### config.mk
export PLATFORM = sky130hd
export DESIGN_NAME = sdram_port_arbiter
export DESIGN_NICKNAME = d
export VERILOG_FILES = /design/src/rtl/sdram_arb_pkg.sv /design/src/rtl/sdram_slot_timer.sv /design/src/rtl/sdram_port_arbiter.sv
export SDC_FILE = /design/constraint.sdc
export NUM_CORES = 1
export LEC_CHECK = 0
export BUFFER_PORTS_ARGS = -buffer_cell sky130_fd_sc_hd__buf_4
export CAP_MARGIN = 20
export CORE_MARGIN = 2
export CORE_UTILIZATION = 40
export DETAILED_ROUTE_END_ITERATION = 6
export PLACE_DENSITY = 0.71
export SLEW_MARGIN = 5
export SYNTH_ARGS = -nofsm -noshare
export SYNTH_HDL_FRONTEND = slang
export SYNTH_SLANG_ARGS = --single-unit
### constraint.sdc
create_clock -name clk -period 1.9 [get_ports clk]
set_input_delay 0.19 -clock clk [delete_from_list [all_inputs] [get_ports clk]]
set_output_delay 0.19 -clock clk [all_outputs]
set_load 0.005 [all_outputs]
### src/rtl/sdram_arb_pkg.sv
// Shared types and constants for the clkref-slotted SDRAM port arbiter.
package sdram_arb_pkg;

   localparam int unsigned SLOT_LEN  = 8;
   localparam int unsigned CNT_W     = $clog2(SLOT_LEN);
   localparam int unsigned NUM_PORTS = 3;

   localparam int unsigned PORT_VIDEO = 0;
   localparam int unsigned PORT_CPU   = 1;
   localparam int unsigned PORT_DMA   = 2;

   // Which requester owns the current slot; NONE lets the controller refresh.
   typedef enum logic [1:0] {
      GNT_NONE = 2'd0,
      GNT_P0   = 2'd1,
      GNT_P1   = 2'd2,
      GNT_P2   = 2'd3
   } grant_e;

endpackage

### src/rtl/sdram_slot_timer.sv
// clkref rising-edge detect plus a saturating position counter within the slot.
// slot_cnt_o reads 0 in the clk after the edge is seen, matching the
// controller's own q==0, and parks at SLOT_LEN-1 while clkref stays quiet.
module sdram_slot_timer
   import sdram_arb_pkg::*;
(
   input  logic             clk,
   input  logic             reset,
   input  logic             clkref_i,
   output logic             slot_start_o,
   output logic [CNT_W-1:0] slot_cnt_o
);

   localparam logic [CNT_W-1:0] CNT_MAX = CNT_W'(SLOT_LEN - 1);

   logic             clkref_q;
   logic [CNT_W-1:0] slot_cnt_q;
   logic [CNT_W-1:0] slot_cnt_d;

   assign slot_start_o = clkref_i & ~clkref_q;
   assign slot_cnt_o   = slot_cnt_q;

   // Next slot position: restart on an edge, otherwise count up and saturate.
   always_comb begin
      slot_cnt_d = slot_cnt_q;
      if (slot_start_o) begin
         slot_cnt_d = '0;
      end else if (slot_cnt_q != CNT_MAX) begin
         slot_cnt_d = slot_cnt_q + CNT_W'(1);
      end
   end

   // Edge-detect register and slot position register.
   always_ff @(posedge clk) begin
      if (reset) begin
         clkref_q   <= 1'b0;
         slot_cnt_q <= CNT_MAX;
      end else begin
         clkref_q   <= clkref_i;
         slot_cnt_q <= slot_cnt_d;
      end
   end

endmodule

### src/rtl/sdram_port_arbiter.sv
// Three-way arbiter in front of the single-port SDRAM controller.
// One requester is granted per clkref slot; its command is latched at slot
// start and held on the controller interface for the whole slot.
//
// Handshake: reqN is a level request whose addr/we/din/ds fields stay stable
// until ackN. ackN is a one-clk pulse at slot_cnt RD_CYCLE+1; the requester
// drops reqN in the clk after ackN. A reqN still high at the next slot start
// counts as a fresh request. Reset or an early clkref edge abandons the
// in-flight access without an ack.
module sdram_port_arbiter
   import sdram_arb_pkg::*;
#(
   parameter int unsigned RD_CYCLE    = 6,
   parameter int unsigned REFRESH_MAX = 8
) (
   input  logic        clk,
   input  logic        reset,
   input  logic        clkref,
   input  logic        req0,
   input  logic        req1,
   input  logic        req2,
   input  logic [23:0] addr0,
   input  logic [23:0] addr1,
   input  logic [23:0] addr2,
   input  logic        we0,
   input  logic        we1,
   input  logic        we2,
   input  logic [15:0] din0,
   input  logic [15:0] din1,
   input  logic [15:0] din2,
   input  logic [1:0]  ds0,
   input  logic [1:0]  ds1,
   input  logic [1:0]  ds2,
   output logic        ack0,
   output logic        ack1,
   output logic        ack2,
   output logic [15:0] dout0,
   output logic [15:0] dout1,
   output logic [15:0] dout2,
   output logic [23:0] mem_addr,
   output logic [15:0] mem_din,
   output logic [1:0]  mem_ds,
   output logic        mem_oe,
   output logic        mem_we,
   input  logic [15:0] mem_dout,
   output grant_e      dbg_grant_o
);

   localparam int unsigned       BUSY_W   = $clog2(REFRESH_MAX + 1);
   localparam logic [BUSY_W-1:0] BUSY_MAX = BUSY_W'(REFRESH_MAX);
   localparam logic [CNT_W-1:0]  RD_CNT   = CNT_W'(RD_CYCLE);

   logic             slot_start;
   logic [CNT_W-1:0] slot_cnt;

   grant_e            grant_q, grant_d;
   grant_e            rr_last_q, rr_last_d;
   logic [BUSY_W-1:0] busy_q, busy_d;

   logic [23:0] mem_addr_q, mem_addr_d;
   logic [15:0] mem_din_q, mem_din_d;
   logic [1:0]  mem_ds_q, mem_ds_d;
   logic        mem_we_q, mem_we_d;
   logic        mem_oe_q, mem_oe_d;

   logic [NUM_PORTS-1:0] ack_q;
   logic [15:0]          dout_q [NUM_PORTS];
   logic                 done_q;
   logic                 complete;

   sdram_slot_timer u_slot_timer (
      .clk          (clk),
      .reset        (reset),
      .clkref_i     (clkref),
      .slot_start_o (slot_start),
      .slot_cnt_o   (slot_cnt)
   );

   // Grant decision plus refresh-guard and round-robin bookkeeping at slot start.
   always_comb begin
      grant_d   = grant_q;
      rr_last_d = rr_last_q;
      busy_d    = busy_q;
      if (slot_start) begin
         if (busy_q == BUSY_MAX) begin
            grant_d = GNT_NONE;
         end else if (req0) begin
            grant_d = GNT_P0;
         end else if (req1 && req2) begin
            grant_d = (rr_last_q == GNT_P1) ? GNT_P2 : GNT_P1;
         end else if (req1) begin
            grant_d = GNT_P1;
         end else if (req2) begin
            grant_d = GNT_P2;
         end else begin
            grant_d = GNT_NONE;
         end

         if ((grant_d == GNT_P1) || (grant_d == GNT_P2)) begin
            rr_last_d = grant_d;
         end

         if (grant_d == GNT_NONE) begin
            busy_d = '0;
         end else if (busy_q != BUSY_MAX) begin
            busy_d = busy_q + BUSY_W'(1);
         end
      end
   end

   // Controller command for the coming slot; an idle slot only drops oe/we.
   always_comb begin
      mem_addr_d = mem_addr_q;
      mem_din_d  = mem_din_q;
      mem_ds_d   = mem_ds_q;
      mem_we_d   = mem_we_q;
      mem_oe_d   = mem_oe_q;
      if (slot_start) begin
         case (grant_d)
            GNT_P0: begin
               mem_addr_d = addr0;
               mem_din_d  = din0;
               mem_ds_d   = ds0;
               mem_we_d   = we0;
               mem_oe_d   = ~we0;
            end
            GNT_P1: begin
               mem_addr_d = addr1;
               mem_din_d  = din1;
               mem_ds_d   = ds1;
               mem_we_d   = we1;
               mem_oe_d   = ~we1;
            end
            GNT_P2: begin
               mem_addr_d = addr2;
               mem_din_d  = din2;
               mem_ds_d   = ds2;
               mem_we_d   = we2;
               mem_oe_d   = ~we2;
            end
            default: begin
               mem_we_d = 1'b0;
               mem_oe_d = 1'b0;
            end
         endcase
      end
   end

   // Grant state, arbitration bookkeeping and held controller command.
   always_ff @(posedge clk) begin
      if (reset) begin
         grant_q    <= GNT_NONE;
         rr_last_q  <= GNT_P2;
         busy_q     <= '0;
         mem_addr_q <= '0;
         mem_din_q  <= '0;
         mem_ds_q   <= '0;
         mem_we_q   <= 1'b0;
         mem_oe_q   <= 1'b0;
      end else begin
         grant_q    <= grant_d;
         rr_last_q  <= rr_last_d;
         busy_q     <= busy_d;
         mem_addr_q <= mem_addr_d;
         mem_din_q  <= mem_din_d;
         mem_ds_q   <= mem_ds_d;
         mem_we_q   <= mem_we_d;
         mem_oe_q   <= mem_oe_d;
      end
   end

   // done_q keeps a saturated slot_cnt from completing the same slot twice.
   assign complete = (slot_cnt == RD_CNT) && (grant_q != GNT_NONE) && !done_q;

   // Completion: capture read data and pulse the owner's ack for one clk.
   always_ff @(posedge clk) begin
      if (reset) begin
         ack_q  <= '0;
         dout_q <= '{default: '0};
         done_q <= 1'b0;
      end else begin
         ack_q <= '0;
         if (complete) begin
            case (grant_q)
               GNT_P0: begin
                  ack_q[PORT_VIDEO] <= 1'b1;
                  if (!mem_we_q) dout_q[PORT_VIDEO] <= mem_dout;
               end
               GNT_P1: begin
                  ack_q[PORT_CPU] <= 1'b1;
                  if (!mem_we_q) dout_q[PORT_CPU] <= mem_dout;
               end
               GNT_P2: begin
                  ack_q[PORT_DMA] <= 1'b1;
                  if (!mem_we_q) dout_q[PORT_DMA] <= mem_dout;
               end
               default: ;
            endcase
         end
         if (slot_start) begin
            done_q <= 1'b0;
         end else if (complete) begin
            done_q <= 1'b1;
         end
      end
   end

   assign ack0        = ack_q[PORT_VIDEO];
   assign ack1        = ack_q[PORT_CPU];
   assign ack2        = ack_q[PORT_DMA];
   assign dout0       = dout_q[PORT_VIDEO];
   assign dout1       = dout_q[PORT_CPU];
   assign dout2       = dout_q[PORT_DMA];
   assign mem_addr    = mem_addr_q;
   assign mem_din     = mem_din_q;
   assign mem_ds      = mem_ds_q;
   assign mem_we      = mem_we_q;
   assign mem_oe      = mem_oe_q;
   assign dbg_grant_o = grant_q;

endmodule

==> results_dict.tcl, run 1 <==
set metrics [dict create \
    swShare 0.280 \
    power.density_mw_per_mm2 718 \
    synth_area_leaders "dfxtp_1, a21o_1, nor4_2" \
    p_int_uw 4150 \
    fin_skew_ns 0.0103 \
    dpl.cell_count 1039 \
    antenna_left 0 \
    die-height_um 122 \
    grt_pass1_vias 5591 \
    end_kind "flop" \
    clk_latency_ns 0.35 \
    path_cells "inv_1, ha_1, nand3b_2, o31ai_2, or2_4, clkbuf_16, a222oi_1, nor4_2" \
    first_pass_iters 7 \
    grt.overflow.total 0 \
    drv_cap 0 \
    first_iter_violations 490 \
    clock_power_share 0.347 \
    dp_hpwl_um 12200 \
    grt_max_degree 75 \
    synth_top_family_by_area "simple AND/OR/NAND/NOR gates" \
    via_per_inst 5.61 \
    cts_tree "yes" \
    crit_arrival_ns 2.05 \
    synth_warnings 0 \
    synthSimpleGateAreaFrac 0.270 \
    grtUsageTotal 0.233 \
    critPathMaxFanout 37 \
    crit_slowest_cell "dfxtp_1" \
    core_region_area_mm2 0.0138 \
    initial_core_util 0.406 \
    vdd_ir_drop_max_uv 594 \
    ctsHoldBuffers 0 \
    nNetsFinal 1028 \
    crit_type "flop to flop" \
    cts_sinks 108 \
    maxSlewViolCount 0 \
    tightest_slew_ns 0.679 \
    synthAdderAreaFrac 0.0112 \
    place_congestion 0.758 \
    drive_gt1_frac 0.397 \
    area_growth_pct 43.3 \
    grt_use_met1 0.283 \
    gr-max-usage-layer "met2" \
    outcome "finished, violations left" \
    synthesis.instances 648 \
    synth-seq-cells 108 \
    rsz0062_at_grt "yes" \
    port_buffers 247 \
    cts.clk_slew.worst_paths_ns 0.07 \
    fillers 1273 \
    yosys.area.top_type "dfxtp_1" \
    antenna_found_initial 0 \
    syn_avg_cell_area_um2 8.63 \
    die_width_um 122 \
    yosysUniqueCellTypes 43 \
    cts_made_buffers 9 \
    setup_viol 0 \
    syn-num-nets 804 \
    root_buffer "clkbuf_16" \
    met2_usage 0.387 \
    ys_seq_area_frac 0.387 \
    netlist_area_mm2 0.00559 \
    num_rows 43 \
    synth_top_area_share 0.387 \
    hold_ws_ns 0.0831 \
    wl_per_cell_um 17.5 \
    stdcell_count 1057 \
    postCtsSetupRepairBufs 0 \
    drcViolationCount 1 \
    use_met3 0.0697 \
    switching_power_uw 1610 \
    synth-xor-area-share 0.00157 \
    grt_pass1_wl_um 27800 \
    hold_viol_final 0 \
    cts_buffer_depth 2 \
    worst_path_largest_cell_delay_ns 0.33 \
    wl_um 18500 \
    min_period_ns 1.82 \
    synth_compound_area_frac 0.258 \
    die_area_mm2 0.0149 \
    required_ns 2.14 \
    failed_checks "DRC" \
    diodes 0 \
    startpoint "busy_q[0]" \
    relSlewSlack 0.547 \
    synthMuxAreaShare 0.00358 \
    min_period_over_period 0.956 \
    vias 5930 \
    worstHoldPathType "primary input to flop" \
    p_seq_frac 0.430 \
    worstHoldStart "clkref" \
    critPathLaunchType "flop" \
    comb_power_share 0.224 \
    p_leak_uw 0.00355 \
    reg2reg_from "busy_q[0]" \
    ios 248 \
    timing.fmax_ghz 0.550 \
    cts-htree-levels 3 \
]
-- flip-flops by register name, summed over array words and instances (netlist names) --
signal,flops
done_q,1
dbg_grant_o,2
u_slot_timer.clkref_q,1
u_slot_timer.slot_cnt_o,3
mem_ds,2
rr_last_q,2
dout0,16
dout1,16
mem_oe,1
mem_we,1
busy_q,4
ack_q,3
mem_addr,24
mem_din,16
dout2,16
-- cell type report --
class	count	area (µm²)	area share
multi-input cells	470	3060	0.382
inverters	5	18.8	0.00234
repair buffers	278	2230	0.279
flip-flops and latches	108	2160	0.270
well taps	180	225	0.0281
clock inverters	6	75.1	0.00937
clock buffers	10	239	0.0298
-- layer usage --
| metal | share of wire | up-vias | wire length (µm) |
|---|---|---|---|
| met5 | 0 | - | 0 |
| li1 | - | 2833 | - |
| met2 | 0.47 | 268 | 8610 |
| met1 | 0.41 | 2801 | 7580 |
| met4 | 0.023 | 0 | 416 |
| met3 | 0.10 | 28 | 1860 |
-- cells in the mapped netlist, drive strengths merged --
| master | instances |
|---|---|
| dfxtp | 108 |
| nand2 | 103 |
| a21o | 86 |
| a21oi | 54 |
| nor2 | 54 |
| nor4 | 46 |
| nor3 | 44 |
| a222oi | 42 |
| clkbuf | 39 |
| buf | 26 |
| ha | 5 |
| inv | 5 |
| nor2b | 4 |
| and2 | 3 |
| nand2b | 3 |
| nand3 | 3 |
| o21ai | 3 |
| a32oi | 2 |
| mux2i | 2 |
| nand3b | 2 |
| or2 | 2 |
| a211o | 1 |
| a311o | 1 |
| and2b | 1 |
| nor4b | 1 |
| o21ba | 1 |
| o21bai | 1 |
| o22ai | 1 |
| o2bb2ai | 1 |
| o31ai | 1 |
| or3 | 1 |
| or4 | 1 |
| xnor2 | 1 |
-- path summary, 6_finish.rpt --
path / endpoint / slack [ns] / depth (start not counted)
setup / recovery: mem_addr[2] / 0.08 / 8
hold / removal: u_slot_timer.clkref_q / 0.08 / 2
setup reg to reg: mem_addr[2] / 0.08 / 8
hold reg to reg: dout0[14] / 0.46 / 2
-- worst max-delay path: cells and delay by family, from the launching register on --
kind	cells	cell delay [ns]
compound gates	2	0.40
fa+ha+maj	1	0.20
buf+inv	2	0.29
simple gates	3	0.48
flops	1	0.33
-- metrics by stage --
stage | power, µW | utilization | setup slack (ns) | setup TNS [ns] | cell area, µm²
floorplan | 3190 | - | 0.00340 | 0 | 5590
global placement | 3770 | 0.555 | 0.0446 | 0 | 7640
detailed placement | 3790 | 0.555 | 0.000801 | 0 | 7640
CTS | 5790 | 0.578 | 0.00451 | 0 | 7960
global route | 6030 | 0.582 | -0.00891 | -0.00922 | 8020
finish | 5760 | 0.582 | 0.0828 | 0 | 8020
-- power groups by stage --
stage,Sequential [µW],Clock [µW],Combinational (µW)
6_report,2470,2000,1290
5_1_grt,2490,2140,1400
4_1_cts,2470,2060,1260
3_5_place_dp,2530,0,1260
3_3_place_gp,2530,0,1250
2_1_floorplan,2520,0,667
-- what timing repair did --
action,in CTS,in global routing
pin swaps,2,10
resized for setup,0,4
gates cloned,0,2
setup endpoints to repair,2,43
-- cell usage in the layout, fill, tap and decap left out, types with 9 or more instances in the layout --
master     count
nand2_1      103
nor4_2        41
clkbuf_16     11
dfxtp_1      108
nor3_1        44
buf_12         9
nor2_1        53
a21oi_1       53
a21o_1        85
a222oi_1      42
buf_4        267
-- kinds of logic (layout without fill, tap and decap cells) --
group,after synthesis,in the layout
DFF,108,108
buffers and inverters,70,299
AOI/OAI and AO/OA,194,194
muxes,2,2
adders and majority gates,5,5
and+or+nand+nor,268,268
xor gates and xnor gates,1,1
Note: power is estimated with default switching activity, not from simulation.
==> inputs of run 2 (changes only) <==
- CORE_MARGIN: 2 -> 1.5
- PLACE_DENSITY: 0.71 -> 0.73
- SLEW_MARGIN: 5 -> not set
- SYNTH_HIERARCHICAL: not set -> 1
==> run 2 against run 1 <==
Against the previous run: the run now ends clean; routed wire length fell by 8.6%; clock skew fell by 0.0012 ns; sequential power barely moved; sequential cell count did not move; core utilization rose by 3.3 points.
==> results_dict.tcl, run 2 <==
set metrics [dict create \
    outcome "finished, final reports clean" \
    wl_per_cell_um 17.9 \
    clk_latency_ns 0.35 \
    regArea_mm2 0.00217 \
    ios 248 \
    cts_sinks 108 \
    p_seq_frac 0.437 \
    dp_hpwl_um 11300 \
    fin_skew_ns 0.00911 \
    timing.fmax_ghz 0.545 \
    cts_buffer_depth 2 \
    drv_cap 0 \
    vdd_ir_drop_max_uv 495 \
    synth_warnings 6 \
    nNetsFinal 926 \
    ys_seq_area_frac 0.433 \
    cts_tree "yes" \
    yosysUniqueCellTypes 52 \
    comb_power_share 0.196 \
    fillers 1041 \
    initial_core_util 0.413 \
    final_common_cell "buf_4" \
    critPathMaxFanout 6 \
    die-height_um 115 \
    drive_gt1_frac 0.393 \
    core_region_area_mm2 0.0121 \
    grt.overflow.total 0 \
    port_buffers 247 \
    synth_top_area_share 0.433 \
    async_flop_share 0 \
    antenna_found_initial 0 \
    place_area_mm2 0.00701 \
    via_per_inst 5.64 \
    crit_arrival_ns 2.09 \
    die_width_um 115 \
    grt_max_degree 46 \
    synth_most_common_cell "dfxtp_1" \
    relSlewSlack 0.661 \
    die_area_mm2 0.0132 \
    num_rows 40 \
    synth_area_leaders "dfxtp_1, mux2i_1, a311oi_1" \
    crit_type "flop to flop" \
    tightest_slew_ns 0.506 \
    synthesis.instances 540 \
    syn-num-nets 695 \
    p_leak_uw 0.00327 \
    crit_slowest_cell "dfxtp_4" \
    netlist_area_mm2 0.00500 \
    rsz0062_at_grt "no" \
    grt_pass1_wl_um 25800 \
    largest_register_ffs 24 \
    synth_edf_count 0 \
    worst_path_largest_cell_delay_ns 0.37 \
    swShare 0.264 \
    min_period_over_period 0.966 \
    first_iter_violations 467 \
    power.density_mw_per_mm2 760 \
    area_growth_pct 49.1 \
    stdcell_count 944 \
    diodes 0 \
    end_kind "flop" \
    cts-htree-levels 3 \
    final_area_mm2 0.00745 \
    synthTopCellsByCount "dfxtp_1, nor2_1, mux2i_1" \
    maxSlewViolCount 0 \
    worstHoldPathType "primary input to flop" \
    antenna_left 0 \
    dpl.cell_count 922 \
    wl_um 16900 \
    first_pass_iters 6 \
    layout_common_cells "buf_4, dfxtp_1, nor2_1, mux2i_1, o21ai_1" \
    clock_power_share 0.366 \
    grtUsageTotal 0.246 \
    synth_flop_cell "dfxtp_1" \
    switching_power_uw 1490 \
    vias 5325 \
    yosys.area.top_type "dfxtp_1" \
    drcViolationCount 0 \
    syn_avg_cell_area_um2 9.26 \
    p_int_uw 4170 \
    grt_pass1_vias 5365 \
    path_cells "inv_1, ha_2, and3b_2, nor3b_4, buf_6, clkbuf_16, o22ai_1, a311oi_1" \
    critPathLaunchType "flop" \
    place_congestion 0.833 \
    root_buffer "clkbuf_16" \
    multi_input_area_mm2 0.00252 \
    synth-seq-cells 108 \
    cts_made_buffers 9 \
    required_ns 2.16 \
    cts.clk_slew.worst_paths_ns 0.07 \
    hold_viol_final 0 \
    setup_viol 0 \
    min_period_ns 1.84 \
]
==> run 2: path summary, 6_finish.rpt <==
| path | startpoint | slack, ns | depth (start not counted) | end |
|---|---|---|---|---|
| setup / recovery | busy_q[0] | 0.06 | 8 | mem_addr[16] |
| hold / removal | clkref | 0.09 | 2 | u_slot_timer/clkref_q |
| setup reg to reg | busy_q[0] | 0.06 | 8 | mem_addr[16] |
| hold reg to reg | rr_last_q[1] | 0.45 | 2 | rr_last_q[1] |
==> run 2: layer usage <==
metal  vias up  track usage  share of wire
li1       2505            -              -
met1      2464        0.294           0.40
met2       321        0.422           0.49
met3        35       0.0596          0.084
met4         0        0.107          0.024
met5         -            0              0
==> run 2: power groups by stage <==
stage / Sequential [µW] / Clock, µW / Combinational (µW)
3_5_place_dp: 2520 / 0 / 1070
6_report: 2480 / 2070 / 1110
5_1_grt: 2490 / 2230 / 1200
4_1_cts: 2470 / 2120 / 1090
3_3_place_gp: 2520 / 0 / 1030
2_1_floorplan: 2510 / 0 / 514
==> run 2: per-stage QoR <==
step	power (µW)	hold slack (ns)	utilization	setup slack [ns]	setup TNS, ns
after floorplan	3030	0.262	-	0.0995	0
after global placement	3550	0.416	0.579	0.109	0
after detailed placement	3600	0.420	0.579	-0.0545	-0.110
after CTS	5680	0.0626	0.610	0.0107	0
after global routing	5920	0.0859	0.615	0.000125	0
final	5660	0.0874	0.615	0.0647	0
==> run 2: cell families (layout without fill, tap and decap cells) <==
kind of cell	after synthesis	count (layout)	synth area share
buf+inv	56	292	0.0713
mux	53	53	0.106
compound gates	186	186	0.241
fa+ha+maj	4	4	0.0100
xor+xnor	1	1	0.00175
simple gates	132	132	0.137
flops	108	108	0.433
==> run 2: worst max-delay path: cells and delay by family (launching register included) <==
family          cells  cell delay, ns
flops               1            0.37
simple gates        2            0.49
fa+ha+maj           1            0.18
compound gates      2            0.33
buf+inv             3            0.39
==> run 2: cell type report <==
| cell class | count | share of cell area |
|---|---|---|
| multi-input cells | 376 | 0.338 |
| well taps | 168 | 0.0282 |
| inverters | 4 | 0.00202 |
| repair buffers | 272 | 0.297 |
| clock buffers | 9 | 0.0302 |
| clock inverters | 7 | 0.0141 |
| flip-flops and latches | 108 | 0.291 |
==> run 2: what timing repair did <==
action / in CTS / in global routing
cloned: 1 / 2
setup buffers: 1 / 2
pin swaps: 1 / 9
hold buffers: 0 / 0
resized for setup: 4 / 5
setup endpoints to repair: 6 / 31
==> inputs of run 3 (changes only) <==
- CELL_PAD_IN_SITES_DETAIL_PLACEMENT: not set -> 1
- CELL_PAD_IN_SITES_GLOBAL_PLACEMENT: not set -> 2
- CORE_UTILIZATION: 40 -> 23
- PLACE_DENSITY: 0.73 -> 0.75
==> run 3 against run 2 <==
Against the previous run: worst hold slack got worse by 0.016 ns; clock-buffer cell count grew 1; clock power down 7%; maximum frequency is 1.2% higher; power is 1.8% lower; first-iteration DRC count decreased by 54%; sequential power barely moved; clock skew up 0.0038 ns; core utilization shrank 25 points.
==> results_dict.tcl, run 3 (same netlist as run 2, synthesis figures left out) <==
set metrics [dict create \
    crit_slowest_cell "dfxtp_4" \
    port_buffers 247 \
    first_iter_violations 215 \
    r2r_cells 8 \
    grt.overflow.total 0 \
    nNetsFinal 930 \
    root_buffer "clkbuf_16" \
    cts_made_buffers 9 \
    die_area_mm2 0.0226 \
    grt_max_degree 46 \
    initial_core_util 0.236 \
    outcome "finished, final reports clean" \
    wl_per_cell_um 19.8 \
    cts_tree "yes" \
    cp.depth 8 \
    setup_viol 0 \
    area_growth_pct 53.1 \
    layout_common_cells "buf_4, dfxtp_1, nor2_1, mux2i_1, o21ai_1" \
    crit_buf_inv 3 \
    path_delay_family "buffers and inverters" \
    vdd_ir_drop_max_uv 418 \
    reg2reg_from "busy_q[0]" \
    die-height_um 150 \
    startpoint "busy_q[0]" \
    required_ns 2.16 \
    end_kind "flop" \
    grtUsageTotal 0.175 \
    relSlewSlack 0.650 \
    core_region_area_mm2 0.0212 \
    fin_skew_ns 0.0129 \
    tns_ns 0 \
    crit_path_end "mem_din[13]" \
    die_width_um 150 \
    maxSlewViolCount 0 \
    grt_pass1_vias 5614 \
    grt_pass1_wl_um 30700 \
    diodes 0 \
    rsz0062_at_grt "no" \
    hold_viol_final 0 \
    cts_buffer_depth 2 \
    path_cells "inv_1, ha_2, and3b_2, nor3b_4, buf_6, clkbuf_16, o22ai_1, a311oi_1" \
    place_congestion 0.777 \
    dp_hpwl_um 13900 \
    min_period_over_period 0.954 \
    clk_latency_ns 0.36 \
    wl_um 20900 \
    ios 248 \
    final_area_mm2 0.00765 \
    setup_slack_ns 0.0873 \
    cts_sinks 108 \
    p_leak_uw 0.00330 \
    tightest_slew_ns 0.522 \
    worstHoldPathType "primary input to flop" \
    power.density_mw_per_mm2 727 \
    place_ws_ns -0.0648 \
    ctsHoldBuffers 0 \
    drv_cap 0 \
    num_rows 53 \
    crit_type "flop to flop" \
    first_pass_iters 4 \
    crit_arrival_ns 2.08 \
    worst-r2r-setup-slack_ns 0.09 \
    final_common_cell "buf_4" \
    place_area_mm2 0.00716 \
    vias 5378 \
    drcViolationCount 0 \
    critPathMaxFanout 8 \
    largest_register_ffs 24 \
    antenna_found_initial 0 \
    min_period_ns 1.81 \
    timing.fmax_ghz 0.552 \
    worst_path_largest_cell_delay_ns 0.36 \
    drive_gt1_frac 0.397 \
    fin_util 0.362 \
    fillers 2462 \
    r2r_end "mem_din[13]" \
    antenna_left 0 \
    critPathLaunchType "flop" \
    cts.clk_slew.worst_paths_ns 0.08 \
    via_per_inst 5.10 \
    cts-htree-levels 3 \
]
-- run 3: cell type report --
type | count | area [µm²] | share of cell area
Clock inverter | 6 | 62.6 | 0.00817
Timing Repair Buffer | 276 | 2300 | 0.300
Sequential cell | 108 | 2170 | 0.283
Tap cell | 275 | 344 | 0.0450
Inverter | 4 | 15.0 | 0.00196
Multi-Input combinational cell | 376 | 2530 | 0.330
Clock buffer | 10 | 239 | 0.0312
-- run 3: worst min path at each step --
stage | startpoint | end | slack, ns | depth (start not counted)
detailed placement | clkref | u_slot_timer/clkref_q | 0.43 | 2
finish | we1 | mem_oe | 0.07 | 2
global placement | clkref | u_slot_timer/clkref_q | 0.42 | 2
floorplan | reset | u_slot_timer/clkref_q | 0.26 | 1
global route | clkref | u_slot_timer/clkref_q | 0.05 | 2
CTS | we1 | mem_oe | 0.04 | 2
-- run 3: worst register-to-register path, delay by kind of cell (launching register included) --
| family | cells | cell delay, ns |
|---|---|---|
| adders and majority gates | 1 | 0.18 |
| and+or+nand+nor | 2 | 0.41 |
| buffers and inverters | 3 | 0.43 |
| AOI/OAI and AO/OA | 2 | 0.35 |
| DFF | 1 | 0.36 |
-- run 3: what timing repair did --
| item | CTS | global route |
|---|---|---|
| gates cloned | 1 | 4 |
| endpoints found under the setup margin | 12 | 40 |
| gates resized for setup | 2 | 10 |
| buffers inserted | 1 | 3 |
| pin swaps | 1 | 11 |
-- run 3: where the power goes --
| group | total [µW] | internal (µW) | switching, µW | leakage [µW] |
|---|---|---|---|---|
| Clock | 1920 | 963 | 953 | 0.000148 |
| Sequential | 2470 | 2380 | 94.8 | 0.000883 |
| Combinational | 1170 | 633 | 538 | 0.00227 |
| Total | 5560 | 3970 | 1590 | 0.00330 |
-- run 3: stage by stage --
stage          instances  power (µW)  hold WS (ns)
6_report            1055        5560        0.0710
5_1_grt             1055        5880        0.0468
4_1_cts             1048        5610        0.0449
3_5_place_dp        1030        3630         0.427
3_3_place_gp        1030        3590         0.424
2_1_floorplan        540        3030         0.262
-- run 3: layer usage --
layer  GRT usage  routed length (µm)
met5           0                   0
met2       0.308               10100
met3      0.0630                1820
met1       0.198                8640
met4      0.0495                 281
